$ cat config.mk
export PLATFORM = sky130hd
export DESIGN_NAME = ip4_rtl_spa_seq_flat
export DESIGN_NICKNAME = d
export VERILOG_FILES = /design/src/rtl/ip4_rtl_spa_seq_if.sv /design/src/rtl/ip4_rtl_spa_seq.sv /design/src/flat_wrapper.sv
export SDC_FILE = /design/constraint.sdc
export NUM_CORES = 1
export LEC_CHECK = 0
export CAP_MARGIN = 20
export CORE_ASPECT_RATIO = 0.9
export CORE_MARGIN = 3
export CORE_UTILIZATION = 34
export DETAILED_ROUTE_END_ITERATION = 8
export PLACE_DENSITY = 0.74
export SLEW_MARGIN = 20
export SYNTH_ARGS = -nofsm -noshare
export SYNTH_HDL_FRONTEND = slang
export SYNTH_SLANG_ARGS = --single-unit
$ cat constraint.sdc
create_clock -name clk -period 1.6 [get_ports clk]
set_clock_uncertainty 0.15 [all_clocks]
set_input_delay 0.48 -clock clk [delete_from_list [all_inputs] [get_ports clk]]
set_output_delay 0.48 -clock clk [all_outputs]
set_load 0.01 [all_outputs]
$ cat src/rtl/ip4_rtl_spa_seq_if.sv
// Instruction-request and issue-beat bundle between ISE, sequencer and SPA.
// The sequencer uses the master view; the ISE/SPA environment uses the slave view.
interface ip4_rtl_spa_seq_if #(
  parameter int NUM_FU   = 3,
  parameter int NUM_SP   = 8,
  parameter int SUBVEC_W = 2,
  parameter int TID_W    = 3
);
  logic                req_vld;
  logic                req_rdy;
  logic [TID_W-1:0]    req_tid;
  logic [SUBVEC_W-1:0] req_vec;
  logic [NUM_FU-1:0]   req_fuEn;
  logic [NUM_SP-1:0]   req_emsk;
  logic                stall;
  logic                iss_vld;
  logic [TID_W-1:0]    iss_tid;
  logic [SUBVEC_W-1:0] iss_subVec;
  logic [NUM_FU-1:0]   iss_fuEn;
  logic [NUM_SP-1:0]   iss_emsk;
  logic                iss_last;

  modport master (
    input  req_vld, req_tid, req_vec, req_fuEn, req_emsk, stall,
    output req_rdy, iss_vld, iss_tid, iss_subVec, iss_fuEn, iss_emsk, iss_last
  );

  modport slave (
    output req_vld, req_tid, req_vec, req_fuEn, req_emsk, stall,
    input  req_rdy, iss_vld, iss_tid, iss_subVec, iss_fuEn, iss_emsk, iss_last
  );
endinterface

$ cat src/rtl/ip4_rtl_spa_seq.sv
// Sub-vector issue sequencer: expands one vector instruction into per-sub-vector beats.
// Define IP4_SPA_SEQ_EXP_EN to build the in-flight tracker and exception abort logic.
module ip4_rtl_spa_seq #(
  parameter int NUM_FU   = 3,
  parameter int NUM_SP   = 8,
  parameter int SUBVEC_W = 2,
  parameter int TID_W    = 3,
  parameter int EXE_LAT  = 3
) (
  input  logic                  clk,
  input  logic                  rst_n,
  ip4_rtl_spa_seq_if.master     bus,
  input  logic                  exp_vld,
  output logic                  abort,
  output logic [TID_W-1:0]      abort_tid,
  output logic [SUBVEC_W-1:0]   abort_subVec,
  output logic                  busy
);

  typedef enum logic {IDLE, ISSUE} state_t;

  state_t              state_q, state_d;
  logic [TID_W-1:0]    tid_q;
  logic [SUBVEC_W-1:0] vec_q;
  logic [NUM_FU-1:0]   fu_q;
  logic [NUM_SP-1:0]   emsk_q;
  logic [SUBVEC_W-1:0] cnt_q, cnt_d;
  logic                load;

  logic issuing, last, fire, rdy, accept;
  logic exp_hit;
  logic kill;

  assign issuing = (state_q == ISSUE);
  assign last    = issuing & (cnt_q == vec_q);
  assign fire    = issuing & ~bus.stall;
  // An exception hit blocks a back-to-back accept even when the last beat fires.
  assign rdy     = (~issuing | (last & ~bus.stall)) & ~exp_hit;
  assign accept  = bus.req_vld & rdy;

  // NOTE: every variable written here gets a default first so no latch is inferred.
  always_comb begin
    state_d = state_q;
    cnt_d   = cnt_q;
    load    = 1'b0;
    if (accept) begin
      load    = 1'b1;
      cnt_d   = '0;
      state_d = ISSUE;
    end else if (fire && last) begin
      state_d = IDLE;
    end else if (fire) begin
      cnt_d = cnt_q + SUBVEC_W'(1);
    end
    if (kill) state_d = IDLE;
  end

  // NOTE: sequential state uses non-blocking assignments so all registers update together.
  always_ff @(posedge clk) begin
    if (!rst_n) begin
      state_q <= IDLE;
      cnt_q   <= '0;
      tid_q   <= '0;
      vec_q   <= '0;
      fu_q    <= '0;
      emsk_q  <= '0;
    end else begin
      state_q <= state_d;
      cnt_q   <= cnt_d;
      if (load) begin
        tid_q  <= bus.req_tid;
        vec_q  <= bus.req_vec;
        fu_q   <= bus.req_fuEn;
        emsk_q <= bus.req_emsk;
      end
    end
  end

  assign bus.req_rdy    = rdy;
  assign bus.iss_vld    = issuing;
  assign bus.iss_tid    = tid_q;
  assign bus.iss_subVec = cnt_q;
  assign bus.iss_fuEn   = fu_q;
  assign bus.iss_emsk   = emsk_q;
  assign bus.iss_last   = last;

`ifdef IP4_SPA_SEQ_EXP_EN
  typedef struct packed {
    logic                vld;
    logic [TID_W-1:0]    tid;
    logic [SUBVEC_W-1:0] sv;
  } entry_t;

  entry_t              trk_q [EXE_LAT];
  entry_t              tail;
  logic                any_vld;
  logic                abort_q;
  logic [TID_W-1:0]    abort_tid_q;
  logic [SUBVEC_W-1:0] abort_sv_q;

  // Tail entry lines up with the exception report for the beat issued EXE_LAT cycles ago.
  assign tail    = trk_q[EXE_LAT-1];
  assign exp_hit = exp_vld & tail.vld;
  assign kill    = exp_hit & issuing & (tid_q == tail.tid);

  always_comb begin
    any_vld = 1'b0;
    for (int i = 0; i < EXE_LAT; i++) any_vld |= trk_q[i].vld;
  end

  // NOTE: the tracker array is reset because its valid bits gate exceptions and busy.
  always_ff @(posedge clk) begin
    if (!rst_n || exp_hit) begin
      for (int i = 0; i < EXE_LAT; i++) trk_q[i] <= '0;
    end else begin
      trk_q[0] <= '{vld: fire, tid: tid_q, sv: cnt_q};
      for (int i = 1; i < EXE_LAT; i++) trk_q[i] <= trk_q[i-1];
    end
  end

  always_ff @(posedge clk) begin
    if (!rst_n) begin
      abort_q     <= 1'b0;
      abort_tid_q <= '0;
      abort_sv_q  <= '0;
    end else begin
      abort_q <= exp_hit;
      if (exp_hit) begin
        abort_tid_q <= tail.tid;
        abort_sv_q  <= tail.sv;
      end
    end
  end

  assign abort        = abort_q;
  assign abort_tid    = abort_tid_q;
  assign abort_subVec = abort_sv_q;
  assign busy         = issuing | any_vld;
`else
  // Exceptions are not tracked in this build; exp_vld is folded away.
  assign exp_hit      = exp_vld & 1'b0;
  assign kill         = 1'b0;
  assign abort        = 1'b0;
  assign abort_tid    = '0;
  assign abort_subVec = '0;
  assign busy         = issuing;
`endif

endmodule

$ cat src/flat_wrapper.sv
// flat-port wrapper written by rule: the top's interface ports become plain ports
module ip4_rtl_spa_seq_flat 
#(
  parameter int NUM_FU   = 3,
  parameter int NUM_SP   = 8,
  parameter int SUBVEC_W = 2,
  parameter int TID_W    = 3,
  parameter int EXE_LAT  = 3
)
  (clk, rst_n, exp_vld, abort, abort_tid, abort_subVec, busy, bus_req_vld, bus_req_tid, bus_req_vec, bus_req_fuEn, bus_req_emsk, bus_stall, bus_req_rdy, bus_iss_vld, bus_iss_tid, bus_iss_subVec, bus_iss_fuEn, bus_iss_emsk, bus_iss_last);
  ip4_rtl_spa_seq_if #(.NUM_FU(NUM_FU), .NUM_SP(NUM_SP), .SUBVEC_W(SUBVEC_W), .TID_W(TID_W)) bus_i ();
  input  logic clk;
  input  logic rst_n;
  input  logic exp_vld;
  output logic abort;
  output logic [TID_W-1:0] abort_tid;
  output logic [SUBVEC_W-1:0] abort_subVec;
  output logic busy;
  input wire logic [$bits(bus_i.req_vld)-1:0] bus_req_vld;
  input wire logic [$bits(bus_i.req_tid)-1:0] bus_req_tid;
  input wire logic [$bits(bus_i.req_vec)-1:0] bus_req_vec;
  input wire logic [$bits(bus_i.req_fuEn)-1:0] bus_req_fuEn;
  input wire logic [$bits(bus_i.req_emsk)-1:0] bus_req_emsk;
  input wire logic [$bits(bus_i.stall)-1:0] bus_stall;
  output wire logic [$bits(bus_i.req_rdy)-1:0] bus_req_rdy;
  output wire logic [$bits(bus_i.iss_vld)-1:0] bus_iss_vld;
  output wire logic [$bits(bus_i.iss_tid)-1:0] bus_iss_tid;
  output wire logic [$bits(bus_i.iss_subVec)-1:0] bus_iss_subVec;
  output wire logic [$bits(bus_i.iss_fuEn)-1:0] bus_iss_fuEn;
  output wire logic [$bits(bus_i.iss_emsk)-1:0] bus_iss_emsk;
  output wire logic [$bits(bus_i.iss_last)-1:0] bus_iss_last;
  assign bus_i.req_vld = bus_req_vld;
  assign bus_i.req_tid = bus_req_tid;
  assign bus_i.req_vec = bus_req_vec;
  assign bus_i.req_fuEn = bus_req_fuEn;
  assign bus_i.req_emsk = bus_req_emsk;
  assign bus_i.stall = bus_stall;
  assign bus_req_rdy = bus_i.req_rdy;
  assign bus_iss_vld = bus_i.iss_vld;
  assign bus_iss_tid = bus_i.iss_tid;
  assign bus_iss_subVec = bus_i.iss_subVec;
  assign bus_iss_fuEn = bus_i.iss_fuEn;
  assign bus_iss_emsk = bus_i.iss_emsk;
  assign bus_iss_last = bus_i.iss_last;
  ip4_rtl_spa_seq #(.NUM_FU(NUM_FU), .NUM_SP(NUM_SP), .SUBVEC_W(SUBVEC_W), .TID_W(TID_W), .EXE_LAT(EXE_LAT)) u_core (.clk(clk), .rst_n(rst_n), .bus(bus_i), .exp_vld(exp_vld), .abort(abort), .abort_tid(abort_tid), .abort_subVec(abort_subVec), .busy(busy));
endmodule
# --- After elaboration in Yosys (flattened, before gate mapping) ---
# Index checks and enable logic that the tools add are counted.
classes:
  mux: 3
  reduce_logical: 4
  add_sub_neg: 1
  eq_ne: 1
  n_bitwise: 9
op_table:
  columns: ["cell", "n"]
  rows:
  - ["bitwise AND 1 bit", 4]
  - ["NOT 1 bit", 4]
  - ["2-to-1 mux 1 bit", 3]
  - ["adder 2 x 1 -> 2 bit (second input constant)", 1]
  - ["== test 2 bit", 1]
  - ["AND reduction 2 bit", 1]
  - ["nonzero test 2 bit", 1]
  - ["OR reduction 2 bit", 1]
  - ["logical AND 1 bit", 1]
  - ["bitwise OR 1 bit", 1]
word_totals:
  inputBits: 21
  register_bits: 19
  output_inout_bits: 26
  word_cells: 24

# --- Longest topological paths before layout ---
depth:
  ltp_word: 6
  depth_mapped: 6

# --- Worst setup path before layout ---
# OpenSTA, ideal clock, no wires.
synth_timing:
  kind: "register to output"
  from: "reg u_core.cnt_q[0], in the netlist u_core.bus.iss_subVec[0]"
  to: "out bus_req_rdy"
  t_arrival_ps: 1045
  path_stages_with_launch: 4
  path_slack_ps: -75
  cell_sequence: "dfxtp_1 xnor2_1 nand2_1 o21ai_0"
synth_between:
  elab_chain_cells: 4
synth_lines:
  columns: ["element", "line_no", "rtl"]
  rows:
  - ["from (decl)", "ip4_rtl_spa_seq.sv:27", "logic [SUBVEC_W-1:0] cnt_q, cnt_d;"]
  - ["from (signal assigned)", "ip4_rtl_spa_seq.sv:69", "cnt_q <= cnt_d;"]
  - ["== test 2 bit", "ip4_rtl_spa_seq.sv:35", "assign last = issuing & (cnt_q == vec_q);"]
  - ["bitwise AND 1 bit", "ip4_rtl_spa_seq.sv:35", null]
  - ["bitwise AND 1 bit", "ip4_rtl_spa_seq.sv:38", "assign rdy = (~issuing | (last & ~bus.stall)) & ~exp_hit;"]
  - ["bitwise OR 1 bit", "ip4_rtl_spa_seq.sv:38", null]
  - ["to (decl)", "flat_wrapper.sv:25", "output wire logic [$bits(bus_i.req_rdy)-1:0] bus_req_rdy;"]
# No other way between the ends.

# --- Final worst setup path ---
# Ends and elaborated chain as after synthesis.

==> impl_results.md <==
* Final setup viols at 19
* CP Launch Type: flip-flop
* Leakage at approximately 0.68 nW
* P_int at about 0.81 mW
* Final HPWL DP at ~1400 µm
* Delay-heaviest family, CP: flip-flops
* Sw Share at between 20% and 30%
* Seq pwr share at 47.9%
* Post-Synthesis Cells at 85
* Critical Path Source: u_core.bus.iss_subVec[0]$_SDFFE_PP0P_
* R2r setup slk at -70 ps
* Largest stage delay, worst path at between 300 and 400 ps
* # clock sinks at 19
* Via density at between 4 and 5
* First-pass GRT wire length at about 3000 µm
* Avg Cell Area, Syn at a little over 10 µm²
* Reg2Reg Launch Point: u_core.bus.iss_subVec[1]$_SDFFE_PP0P_
* Core region area at roughly 2300 µm²
* Failing checks: negative setup slack
* Cells after DPL at 158
* Non-Filler Instances at ~170
* Tot Pwr at around 1.1 mW
* Final hold vios at 0
* Critical-path maximum fanout at 3
* Die width at 59.08 µm
* Drt first pass iters at 2
* Die span in y at ~54 µm
* Tmin final at between 1500 and 2000 ps
* Total gr overflow at 0
* First DRT Iteration DRCs at 6
* # IOs at 47
* Clock-pin slew on the worst setup and hold paths at 100 ps
* Register area at 386.6 µm²
* Vias at about 750
* F_max at ~540 MHz
* Worst endpoint required time at just under 1000 ps
* Power density over the cells at ~760 nW/µm²
* Critical path class: flip-flop to primary output
* H-tree Lvls at 1
* Commonest non-fill, non-tap cell in the layout: clkdlybuf4s50_1
* Hold WS at approximately 370 ps
* # nets final at 161
* Die area at between 3000 and 4000 µm²
* Max cap viols at 0
* PortBufs at 39
* CTS tree: built
* Synth Cell Area at approximately 860 µm²
* Area of the multi-input gates at 449.2 µm²
* Register area share after synthesis at between 40% and 50%
* Area leader, netlist: dfxtp_1
* CTS root buf: clkbuf_4
* CP endpoint: bus_req_rdy
* Library cells used by synthesis at 21
* NetSw at ~0.29 mW
* Final setup TNS at -3100 ps
* Top cell type's share of synthesized area at 44.12%
* Residual DRC at 0
* Initial core utilization at ~38%
* Worst R2R End: u_core.bus.iss_tid[2]$_SDFFE_PN0P_
* Drt total wl at roughly 2000 µm
* Synth warn at 0
* CP bufs+invs at 1
* Final Wtd Congestion at 0.7758
* Fin. max-slew vios at 0
* Clock power share at 21.1%
* Largest net degree at the start of global routing at 20
* Final period utilization at 115.3%
* HP Class: flip-flop to flip-flop
* Layout area overhead at 67.34%
* Filler cells at about 190
* Rows at 16
* Highest-count cells in the layout ignoring fill and taps: clkdlybuf4s50_1 (18), nor2b_1 (17), mux2i_1 (15)
* Initial antenna violation count at 0
* Status: finished, violations left
* Worst setup margin at -245.2 ps
* Routed Antenna Nets at 0
* Deepest clock path buffer count at 2
* #FFs+latches synth at 19
* Largest cells by area after synthesis: dfxtp_1 (44%), mux2i_1 (19%), nor2b_1 (12%), buf_4 (6.1%), buf_12 (2.3%)
* CTS Buf Count at 3
* WL/cell at 12.19 µm
* Min-Delay Startpoint: u_core.bus.iss_tid[0]$_SDFFE_PN0P_
* Clk_lat worst skew at about 280 ps
* Crit path capture type: primary output
* # diodes at 0
* Total track usage at a little over an eighth
* Worst EP arrival at ~1200 ps
* Reg2reg path depth at 7
* Slowest CP cell: dfxtp_2
* Crit path depth at 4
* Share of cells above drive strength 1 at between 20% and 30%
* Worst vdd ir at roughly 0.56 mV
* Logic pwr share at ~31%
* # hold bufs at CTS at 0
* Vias in the first global route at slightly below 700
* RSZ-0062 raised after global routing: yes
* Crit-path cells: xnor2_2, nand2_2, o21ai_2, buf_2
Yosys cell counts, drive strengths merged:
| cell type | instances |
|---|---|
| dfxtp | 19 |
| nor2b | 17 |
| mux2i | 16 |
| buf | 9 |
| nand2 | 5 |
| nor2 | 3 |
| a21oi | 2 |
| inv | 2 |
| xnor2 | 2 |
| a211o | 1 |
| a211oi | 1 |
| a21boi | 1 |
| a32oi | 1 |
| clkbuf | 1 |
| conb | 1 |
| nand3b | 1 |
| nor3 | 1 |
| o21a | 1 |
| o21ai | 1 |
metal layers:
layer | track usage [%] | routed length, µm | vias up
met1 | 16.12 | 858 | 342
met3 | 5.755 | 176 | 2
li1 | - | - | 375
met2 | 20.96 | 978 | 28
met4 | 3.774 | 10 | 0
met5 | 0 | 0 | -
per-stage QoR:
stage                     instance area (µm²)  setup WS (ps)  util [%]
after global routing                     1443         -346.6     63.21
after floorplan                         880.8          13.03         -
final                                    1443         -245.2     63.21
after CTS                                1391         -253.3     60.96
after detailed placement                 1340         -754.2     58.72
after global placement                   1340         -747.5     58.72
cell type report:
class,instances,share of cell area (%)
Timing Repair Buffer,55,37.38
Multi-Input combinational cell,59,31.14
Sequential cell,19,26.80
Tap cell,27,2.342
Clock buffer,4,1.821
Inverter,2,0.5204
flip-flops by register name, summed over array words and instances, names as in the netlist:
register / flops
u_core.bus.iss_emsk: 8
u_core.bus.iss_fuEn: 3
u_core.bus.iss_tid: 3
u_core.bus.iss_subVec: 2
u_core.vec_q: 2
u_core.bus.iss_vld: 1
worst min path at each step:
| stage | to | slack [ps] | depth (start not counted) |
|---|---|---|---|
| after floorplan | u_core.vec_q[1]$_SDFFE_PN0P_ | 380 | 2 |
| after global placement | u_core.bus.iss_emsk[2]$_SDFFE_PN0P_ | 350 | 2 |
| after detailed placement | u_core.bus.iss_tid[0]$_SDFFE_PN0P_ | 360 | 2 |
| after CTS | u_core.bus.iss_tid[0]$_SDFFE_PN0P_ | 380 | 2 |
| after global routing | u_core.bus.iss_emsk[1]$_SDFFE_PN0P_ | 420 | 2 |
| final | u_core.bus.iss_tid[0]$_SDFFE_PN0P_ | 370 | 2 |
logic make-up after synthesis:
family          Yosys count  share of synthesized area [%]
simple gates             27                          17.27
flops                    19                          44.12
mux                      16                          18.58
buf+inv                  12                          11.03
compound gates            8                          6.532
xor+xnor                  2                          2.032
other cells               1                         0.4350
worst min-delay path: cells and delay by family, from the launching register on:
kind,cells,cell delay [ps]
mux,1,70
flops,1,330
simple gates,1,90
what timing repair did:
item                       in CTS  in global routing
resized for setup              50                  3
pin swaps                       6                  4
gates cloned                    1                  1
buffers inserted                2                  3
setup endpoints to repair      37                 21
power by group through the flow:
stage | clock network (mW) | logic, mW | registers (mW)
CTS | 0.244 | 0.313 | 0.527
global placement | 0 | 0.301 | 0.534
floorplan | 0 | 0.139 | 0.551
finish | 0.232 | 0.341 | 0.527
global route | 0.260 | 0.369 | 0.531
detailed placement | 0 | 0.306 | 0.536
(Power assumes the default switching activity.)
